===== config.mk =====
export PLATFORM = sky130hd
export DESIGN_NAME = tp_lpf_sched
export DESIGN_NICKNAME = d
export VERILOG_FILES = /design/src/rtl/tp_lpf_sched.sv
export SDC_FILE = /design/constraint.sdc
export NUM_CORES = 1
export LEC_CHECK = 0
export CAP_MARGIN = 20
export CORE_AREA = 2 2 202 204
export DETAILED_ROUTE_END_ITERATION = 8
export DIE_AREA = 0 0 204 206
export PLACE_DENSITY = 0.95
export RECOVER_POWER = 25
export SETUP_SLACK_MARGIN = 0.05
export SYNTH_ARGS = -nofsm -noshare
export SYNTH_HDL_FRONTEND = slang
export SYNTH_SLANG_ARGS = --single-unit

===== constraint.sdc =====
create_clock -name clk -period 13.5 [get_ports clk]
set_input_delay 3.375 -clock clk [delete_from_list [all_inputs] [get_ports clk]]
set_output_delay 3.375 -clock clk [all_outputs]
set_load 0.01 [all_outputs]

===== src/rtl/tp_lpf_sched.sv =====
// Shared first-order IIR low-pass engine for six AY channels; one diff/mul/acc datapath stepped by an FSM.
// Latency: out_flat/out_valid 19 clocks after sample_cen; a strobe while busy is dropped and sets sticky overrun. Optional mix output: LPF_MIX_EN.
module tp_lpf_sched #(
    parameter logic [15:0] K_LIGHT = 16'd23466,
    parameter logic [15:0] K_MED   = 16'd5921,
    parameter logic [15:0] K_HEAVY = 16'd4919
) (
    input  logic        clk,
    input  logic        reset,
    input  logic        sample_cen,
    input  logic [95:0] in_flat,
    input  logic [11:0] sel,
    output logic [95:0] out_flat,
    output logic        out_valid,
    output logic        busy,
    output logic        overrun
`ifdef LPF_MIX_EN
    ,
    output logic [15:0] mix
`endif
);

    typedef enum logic [2:0] {IDLE, RD, MUL, WB, DONE} state_t;

    state_t             state_q;
    logic [2:0]         ch_q;
    logic signed [15:0] x_snap_q [6];
    logic [1:0]         sel_snap_q [6];
    logic signed [15:0] y_q [6];
    logic signed [15:0] shadow_q [6];
    logic signed [16:0] diff_q;
    logic [15:0]        k_q;
    logic signed [32:0] prod_q;
    logic [95:0]        out_flat_q;
    logic               out_valid_q;
    logic               overrun_q;

    logic signed [16:0] diff_d;
    logic [15:0]        k_d;
    logic signed [32:0] diff_ext;
    logic signed [32:0] k_ext;
    logic signed [32:0] prod_d;
    logic signed [17:0] sum18;
    logic signed [15:0] wb_d;

    always_comb begin
        diff_d   = {x_snap_q[ch_q][15], x_snap_q[ch_q]} - {y_q[ch_q][15], y_q[ch_q]};
        case (sel_snap_q[ch_q])
            2'b01:   k_d = K_LIGHT;
            2'b10:   k_d = K_MED;
            2'b11:   k_d = K_HEAVY;
            default: k_d = 16'd0;
        endcase
        diff_ext = {{16{diff_q[16]}}, diff_q};
        k_ext    = {17'd0, k_q};
        prod_d   = diff_ext * k_ext;
        // Upper bits of the product are the floor-shifted step toward x.
        sum18    = {{2{y_q[ch_q][15]}}, y_q[ch_q]} + {prod_q[32], prod_q[32:16]};
        if (sum18 > 18'sd32767)
            wb_d = 16'sh7FFF;
        else if (sum18 < -18'sd32768)
            wb_d = 16'sh8000;
        else
            wb_d = sum18[15:0];
        if (sel_snap_q[ch_q] == 2'b00)
            wb_d = x_snap_q[ch_q];
    end

`ifdef LPF_MIX_EN
    logic [15:0] mix_q;
    logic [15:0] mix_d;
    logic [15:0] acc;

    always_comb begin
        acc = 16'd0;
        for (int i = 0; i < 6; i++)
            acc = acc + shadow_q[i];
        mix_d = 16'hFFFF - acc;
    end

    always_ff @(posedge clk) begin
        if (reset)
            mix_q <= 16'hFFFF;
        else if (state_q == DONE)
            mix_q <= mix_d;
    end

    assign mix = mix_q;
`endif

    always_ff @(posedge clk) begin
        if (reset) begin
            state_q     <= IDLE;
            ch_q        <= 3'd0;
            diff_q      <= '0;
            k_q         <= '0;
            prod_q      <= '0;
            out_flat_q  <= '0;
            out_valid_q <= 1'b0;
            overrun_q   <= 1'b0;
            for (int i = 0; i < 6; i++) begin
                x_snap_q[i]   <= '0;
                sel_snap_q[i] <= '0;
                y_q[i]        <= '0;
                shadow_q[i]   <= '0;
            end
        end else begin
            out_valid_q <= 1'b0;
            if (sample_cen && state_q != IDLE)
                overrun_q <= 1'b1;
            case (state_q)
                IDLE: begin
                    if (sample_cen) begin
                        for (int i = 0; i < 6; i++) begin
                            x_snap_q[i]   <= in_flat[16*i +: 16];
                            sel_snap_q[i] <= sel[2*i +: 2];
                        end
                        ch_q    <= 3'd0;
                        state_q <= RD;
                    end
                end
                RD: begin
                    diff_q  <= diff_d;
                    k_q     <= k_d;
                    state_q <= MUL;
                end
                MUL: begin
                    prod_q  <= prod_d;
                    state_q <= WB;
                end
                WB: begin
                    y_q[ch_q]      <= wb_d;
                    shadow_q[ch_q] <= wb_d;
                    if (ch_q == 3'd5) begin
                        state_q <= DONE;
                    end else begin
                        ch_q    <= ch_q + 3'd1;
                        state_q <= RD;
                    end
                end
                DONE: begin
                    for (int i = 0; i < 6; i++)
                        out_flat_q[16*i +: 16] <= shadow_q[i];
                    out_valid_q <= 1'b1;
                    state_q     <= IDLE;
                end
                default: state_q <= IDLE;
            endcase
        end
    end

    assign out_flat  = out_flat_q;
    assign out_valid = out_valid_q;
    assign overrun   = overrun_q;
    assign busy      = (state_q != IDLE);

endmodule


==> impl_metrics.yaml, run 1 <==
sta:
  finClkSkew_ps: 27.6
  setup_tns_ps: 0
  setup_viol: 0
  hold_viol: 0
  drv_slew: 206
  rsz0062_at_grt: "false"
  finalCritPeriodShare_pct: 71.1
  fmax_mhz: 104
  maxSlewHeadroom_pct: -207
  fin_crit_ps: 9600
  worst_pin_slew_ps: 4610
clocking:
  htree_levels: 2
  cts_tree: "yes"
  cts_resized: 0
  hold_buffers: 0
  clock_sinks: 383
  cts-root-buf: "clkbuf_16"
  cts_buffers: 38
  clk_pin_slew_worst_paths_ps: 60
  post_cts_buffers: 0
  clk_latency_ps: 560
  clockBufferDepth: 3
setup_path:
  reg2reg_slack_ps: 6500
  path_class: "in -> reg"
  reg2regPathDepth: 19
  r2r-start: "k_q[12]"
  cp.required_ps: 13680
  crit_end: "shadow_q[4][9]"
  cp_max_fo: 102
  cp.arrival_ps: 9780
  cp-end-kind: "register"
  startpoint_type: "primary input"
  crit_start: "reset"
  r2r_end: "prod_q[32]"
place:
  hpwl_mm: 50.1
  port_buffers: 209
  gp_congestion: 0.936
logic_synthesis:
  syn-num-nets: 2880
  synth.distinct_cells: 70
  syn-cell-area_sq_mm: 0.0253
  synth_cells: 2407
  avgSynthCellArea_sq_um: 10.5
  yosysSeqAreaShare_pct: 39.7
  async_flop_share_pct: 0
  ys.flop_type: "edfxtp_1"
  synth_compound_area_share_pct: 8.06
  synth_top_family_by_area: "adder cells"
  synthSimpleGateAreaFrac_pct: 13.8
  synth-xor-area-share_pct: 1.66
  synth_edf_count: 236
  yosysWarningCount: 0
  synth-adder-area-share_pct: 24.2
  synth.area.mux_share_pct: 5.84
  ys_ff_latch: 383
power:
  powerDensity_mw_per_mm2: 104
  vdd_drop_max_v: 0.000121
  cellLeakagePower_uw: 0.0123
grt:
  grt_use_total_pct: 34.4
  grt_max_degree: 109
  grt_pass1_vias: 20245
  antenna_found_initial: 0
  grt_pass1_wl_mm: 110
  gr-total-overflow: 0
run_status:
  violations: "design-rule violations, max-capacitance violations, max-slew violations"
  status: "finished, violations left"
detailed_routing:
  vias_per_cell: 6.15
  first_pass_iters: 9
  vias: 19181
  ant_nets: 0
  detail_route.wirelength_mm: 70.9
  drt_iter0_drc: 2420
  drc: 1
  wl_per_cell_um: 22.7
floorplanning:
  ios: 210
  core-area_sq_mm: 0.0402
  row_count: 74
  start_util_pct: 62.9
  die-height_um: 206
  dieArea_sq_mm: 0.0420
  dieWidth_um: 204
final_layout:
  fin_nets: 3030
  fillerInstances: 2460
  fin_util_pct: 72.1
  areaGrowthSynthToFinish_pct: 14.6
  layout-drive-gt1-share_pct: 5.76
worst_hold_path:
  min_path_type: "reg -> reg"
run:
  drv_cap: 3
## area by class of cell
cell class	instances	area, sq um	area share (%)
tap	532	666	2.30
multi-input combinational	1574	13600	46.8
clock inverter	9	128	0.440
clock buffer	60	1150	3.96
antenna	1	2.50	0.00864
sequential	383	10000	34.6
timing repair buffer	222	2180	7.51
inverter	338	1270	4.38
## per-stage QoR
| stage | hold slack, ps | power (uW) | setup WS, ps | area (sq um) | instances |
|---|---|---|---|---|---|
| final | 454 | 3000 | 3900 | 29000 | 3119 |
| after CTS | 459 | 2970 | 6560 | 29000 | 3117 |
| after detailed placement | 449 | 1910 | 6630 | 27700 | 3048 |
| after floorplan | 436 | 1720 | 6700 | 25300 | 2407 |
| after global routing | 482 | 3080 | 3760 | 29000 | 3118 |
| after global placement | 443 | 1880 | 6840 | 27700 | 3048 |
## critical path, stage by stage
cell and delay, ps:
clkbuf_1 1660, clkbuf_1 470, clkbuf_1 3270, nand2b_1 910
## flip-flops by register name, indices dropped and copies added (netlist names), named ones only
signal      cells
ch_q            3
shadow_q       80
out_valid       1
diff_q         17
overrun         1
out_flat       96
sel_snap_q     12
x_snap_q       96
k_q             6
prod_q         17
y_q            48
state_q         3
## report_power, final
group          total (uW)  switching, uW  internal (uW)
clock network        1080            472            612
logic                 531            331            199
registers            1390           72.7           1320
## logic make-up after synthesis
kind of cell / Yosys count
flip-flops: 383
multiplexers: 85
AO/OA/AOI/OAI: 318
buffers and inverters: 450
AND/OR/NAND/NOR: 761
XOR/XNOR: 48
adder cells (fa/ha/maj): 362
## cells in the mapped netlist (all sizes together) (2+ instances only)
master	count	area (sq um)
a21o	19	143
mux2i	34	340
dfxtp	147	2940
and2	151	947
o21a	5	37.5
ha	151	1890
nor2	174	656
xnor2	32	280
o221ai	3	26.3
o311ai	3	43.8
nand4b	2	17.5
nand4	4	25.0
nor3	20	100
inv	338	1270
o31ai	2	15.0
or2b	2	15.0
nand2b	16	100
mux4	50	1130
a311oi	2	35.0
o21ai	24	124
a21oi	198	995
nand2	336	1260
clkbuf	88	332
and3	10	62.6
xor2	16	140
fa	211	4220
o21bai	5	37.5
buf	24	119
nor3b	3	22.5
a211oi	20	283
a211o	4	35.0
a31o	4	35.0
a31oi	9	56.3
a21boi	3	22.5
o211ai	6	45.0
nor2b	10	62.6
and4	4	35.0
nand3b	5	37.5
edfxtp	236	7090
nand3	12	60.1
or3	7	43.8
a221oi	3	32.5
## metal layers
layer / GRT usage (%) / vias up / routed length (um)
met1: 41.6 / 9257 / 24500
li1: - / 8204 / -
met2: 57.7 / 1381 / 34100
met3: 8.69 / 339 / 8210
met5: 0 / - / 0
met4: 17.2 / 0 / 4110
## worst min path at each step
stage,startpoint,endpoint,cells after the start
2_1_floorplan,prod_q[16],prod_q[16],2
3_3_place_gp,out_flat[44],out_flat[44],2
3_5_place_dp,out_flat[33],out_flat[33],2
4_1_cts,out_flat[33],out_flat[33],2
5_1_grt,out_flat[77],out_flat[77],2
6_report,out_flat[75],out_flat[75],2
## cells in the final DEF (no fill, tap or decap), types with 19 or more instances in the layout
master | Yosys | final
a21o_1 | 19 | 19
a21oi_1 | 197 | 197
and2_1 | 150 | 149
clkbuf_16 | 0 | 40
clkdlybuf4s50_1 | 0 | 208
dfxtp_1 | 147 | 144
edfxtp_1 | 236 | 236
fa_1 | 211 | 211
ha_1 | 151 | 151
inv_1 | 338 | 338
mux2i_1 | 34 | 34
mux4_2 | 50 | 50
nand2_1 | 336 | 335
nor2_1 | 173 | 172
nor3_1 | 20 | 19
o21ai_0 | 22 | 22
xnor2_1 | 32 | 32
Note: power is estimated with default switching activity, not from simulation.
==> run 2: changes to the inputs <==
- CORE_AREA: 2 2 202 204 -> 2 2 209 211
- DIE_AREA: 0 0 204 206 -> 0 0 211 213
- PLACE_DENSITY: 0.95 -> 0.92
- clock period: 13.5 -> 9.35 ns (I/O delays scaled with it)
==> run 2 against run 1 <==
  * The flow finishes with violations (max-capacitance violations, max-slew violations)
  * Core utilization fell by 4.2 points
  * Total power increased by 43%
  * Hold slack is essentially flat
  * Global-route usage is 4.1 points lower
  * Combinational power grew 39%
  * Cell area about the same
  * Clock skew up 13 ps
  * Critical endpoint is now prod_q[32]
==> impl_metrics.yaml, run 2 (synthesis results as in run 1) <==
run_status:
  status: "finished, violations left"
  violations: "max-capacitance violations, max-slew violations"
sta:
  fmax_mhz: 144
  fin_crit_ps: 6970
  maxSlewHeadroom_pct: -90.9
  hold_viol: 0
  worst_pin_slew_ps: 2860
  setup_viol: 0
  drv_slew: 102
  setup_tns_ps: 0
  finalCritPeriodShare_pct: 74.5
  rsz0062_at_grt: "false"
  finClkSkew_ps: 40.7
setup_path:
  slowest_stage: "dfxtp_1"
  cp-end-kind: "register"
  path_class: "reg -> reg"
  cp.required_ps: 9800
  reg2regPathDepth: 19
  reg2reg_slack_ps: 2380
  r2r-start: "k_q[12]"
  max_stage_delay_ps: 830
  cp.arrival_ps: 7420
  cp_max_fo: 20
  r2r_end: "prod_q[32]"
  cp_common_cell: "fa_1"
  startpoint_type: "register"
  crit_chain: "and2_1 > inv_1 > ha_1 > xnor2_1 > fa_1 > fa_1 > fa_1 > inv_1 > fa_1 > inv_1 > ha_1 > nand3_1 > o221ai_1 > nor4_1 > a21oi_1 > a211oi_1 > nor3_1 > or4b_2 > a31oi_1"
detailed_routing:
  drc: 0
  drt_iter0_drc: 1937
  first_pass_iters: 7
  ant_nets: 0
  highest_layer: "met4"
  detail_route.wirelength_mm: 66.4
  vias: 18531
  vias_per_cell: 5.91
  met3_length_mm: 6.23
  wl_met1_mm: 24.8
  met2_length_mm: 32.6
  wl_per_cell_um: 21.2
grt:
  grt_pass1_vias: 19251
  grt_max_degree: 109
  grt_use_total_pct: 30.3
  grt_pass1_wl_mm: 105
  gr-total-overflow: 0
  antenna_found_initial: 1
clocking:
  cts_buffers: 39
  clk_pin_slew_worst_paths_ps: 60
  clock_sinks: 383
  post_cts_buffers: 0
  cts_tree: "yes"
  clockBufferDepth: 3
  htree_levels: 2
  clk_latency_ps: 560
  hold_buffers: 0
  cts-root-buf: "clkbuf_16"
  cts_resized: 0
final_layout:
  fin_nets: 3029
  final_common_cell: "inv_1"
  areaGrowthSynthToFinish_pct: 14.7
  final_cell_mix: "inv_1, nand2_1, edfxtp_1, fa_1, clkdlybuf4s50_1"
  final-instance-count-excl-fill: 3134
  layout-drive-gt1-share_pct: 5.88
  fin_util_pct: 67.9
power:
  finalPower_uw: 4310
  vdd_drop_max_v: 0.000178
  powerDensity_mw_per_mm2: 149
  cellLeakagePower_uw: 0.0123
place:
  hpwl_mm: 49.8
  place_inst: 3061
  port_buffers: 209
  gp_congestion: 0.952
worst_hold_path:
  hp-start: "out_flat[75]"
  hold_end: "out_flat[75]"
  hold_depth: 2
  min_path_type: "reg -> reg"
floorplanning:
  start_util_pct: 59.2
  dieArea_sq_mm: 0.0449
  die-height_um: 213
  ios: 210
  row_count: 76
  dieWidth_um: 211
  core-area_sq_mm: 0.0427
run:
  drv_cap: 2
run 2: cell types whose count changed in the layout (fill, tap and decap cells not counted), sizes merged:
cell,before,now
buf,11,10
clkinv,5,14
inv,340,341
clkinvlp,1,0
clkbuf,63,56
run 2: worst max-delay path: cells and delay by family, from the launching register on:
family / cells / cell delay [ps]
AO/OA/AOI/OAI: 4 / 810
XOR/XNOR: 1 / 730
adder cells (fa/ha/maj): 6 / 2580
buffers and inverters: 3 / 210
flip-flops: 1 / 830
AND/OR/NAND/NOR: 5 / 1710
run 2: worst max-delay path by stage:
stage                  from          to  slack [ps]
finish              k_q[12]  prod_q[32]        2380
global route        k_q[12]  prod_q[32]        1940
CTS                 k_q[12]  prod_q[32]        2420
detailed placement  k_q[12]  prod_q[32]        2490
global placement    k_q[12]  prod_q[32]        2680
floorplan            k_q[4]  prod_q[32]        3170
run 2: cell type report:
class	count	area (sq um)
diodes	1	2.50
clock buffers	54	1130
clock inverters	18	171
fillers	2893	13700
inverters	338	1270
multi-input cells	1574	13600
flip-flops and latches	383	10000
well taps	546	683
repair buffers	220	2160
run 2: where the power goes:
part / internal [uW] / switching, uW / total (uW)
Sequential: 1900 / 98.1 / 2000
Clock: 887 / 687 / 1570
Combinational: 287 / 450 / 737
run 2: stage by stage:
stage                     cell area (sq um)  hold slack, ps  worst slack, ps
final                                 29000             454             2380
after global routing                  29000             471             1940
after CTS                             29000             455             2420
after detailed placement              27700             447             2490
after global placement                27700             445             2680
after floorplan                       25300             436             3170
run 2: metal layers:
layer	up-vias	global-route usage, %
li1	8201	-
met1	9049	38.3
met2	1053	52.0
met3	228	6.12
met4	0	11.5
met5	-	0
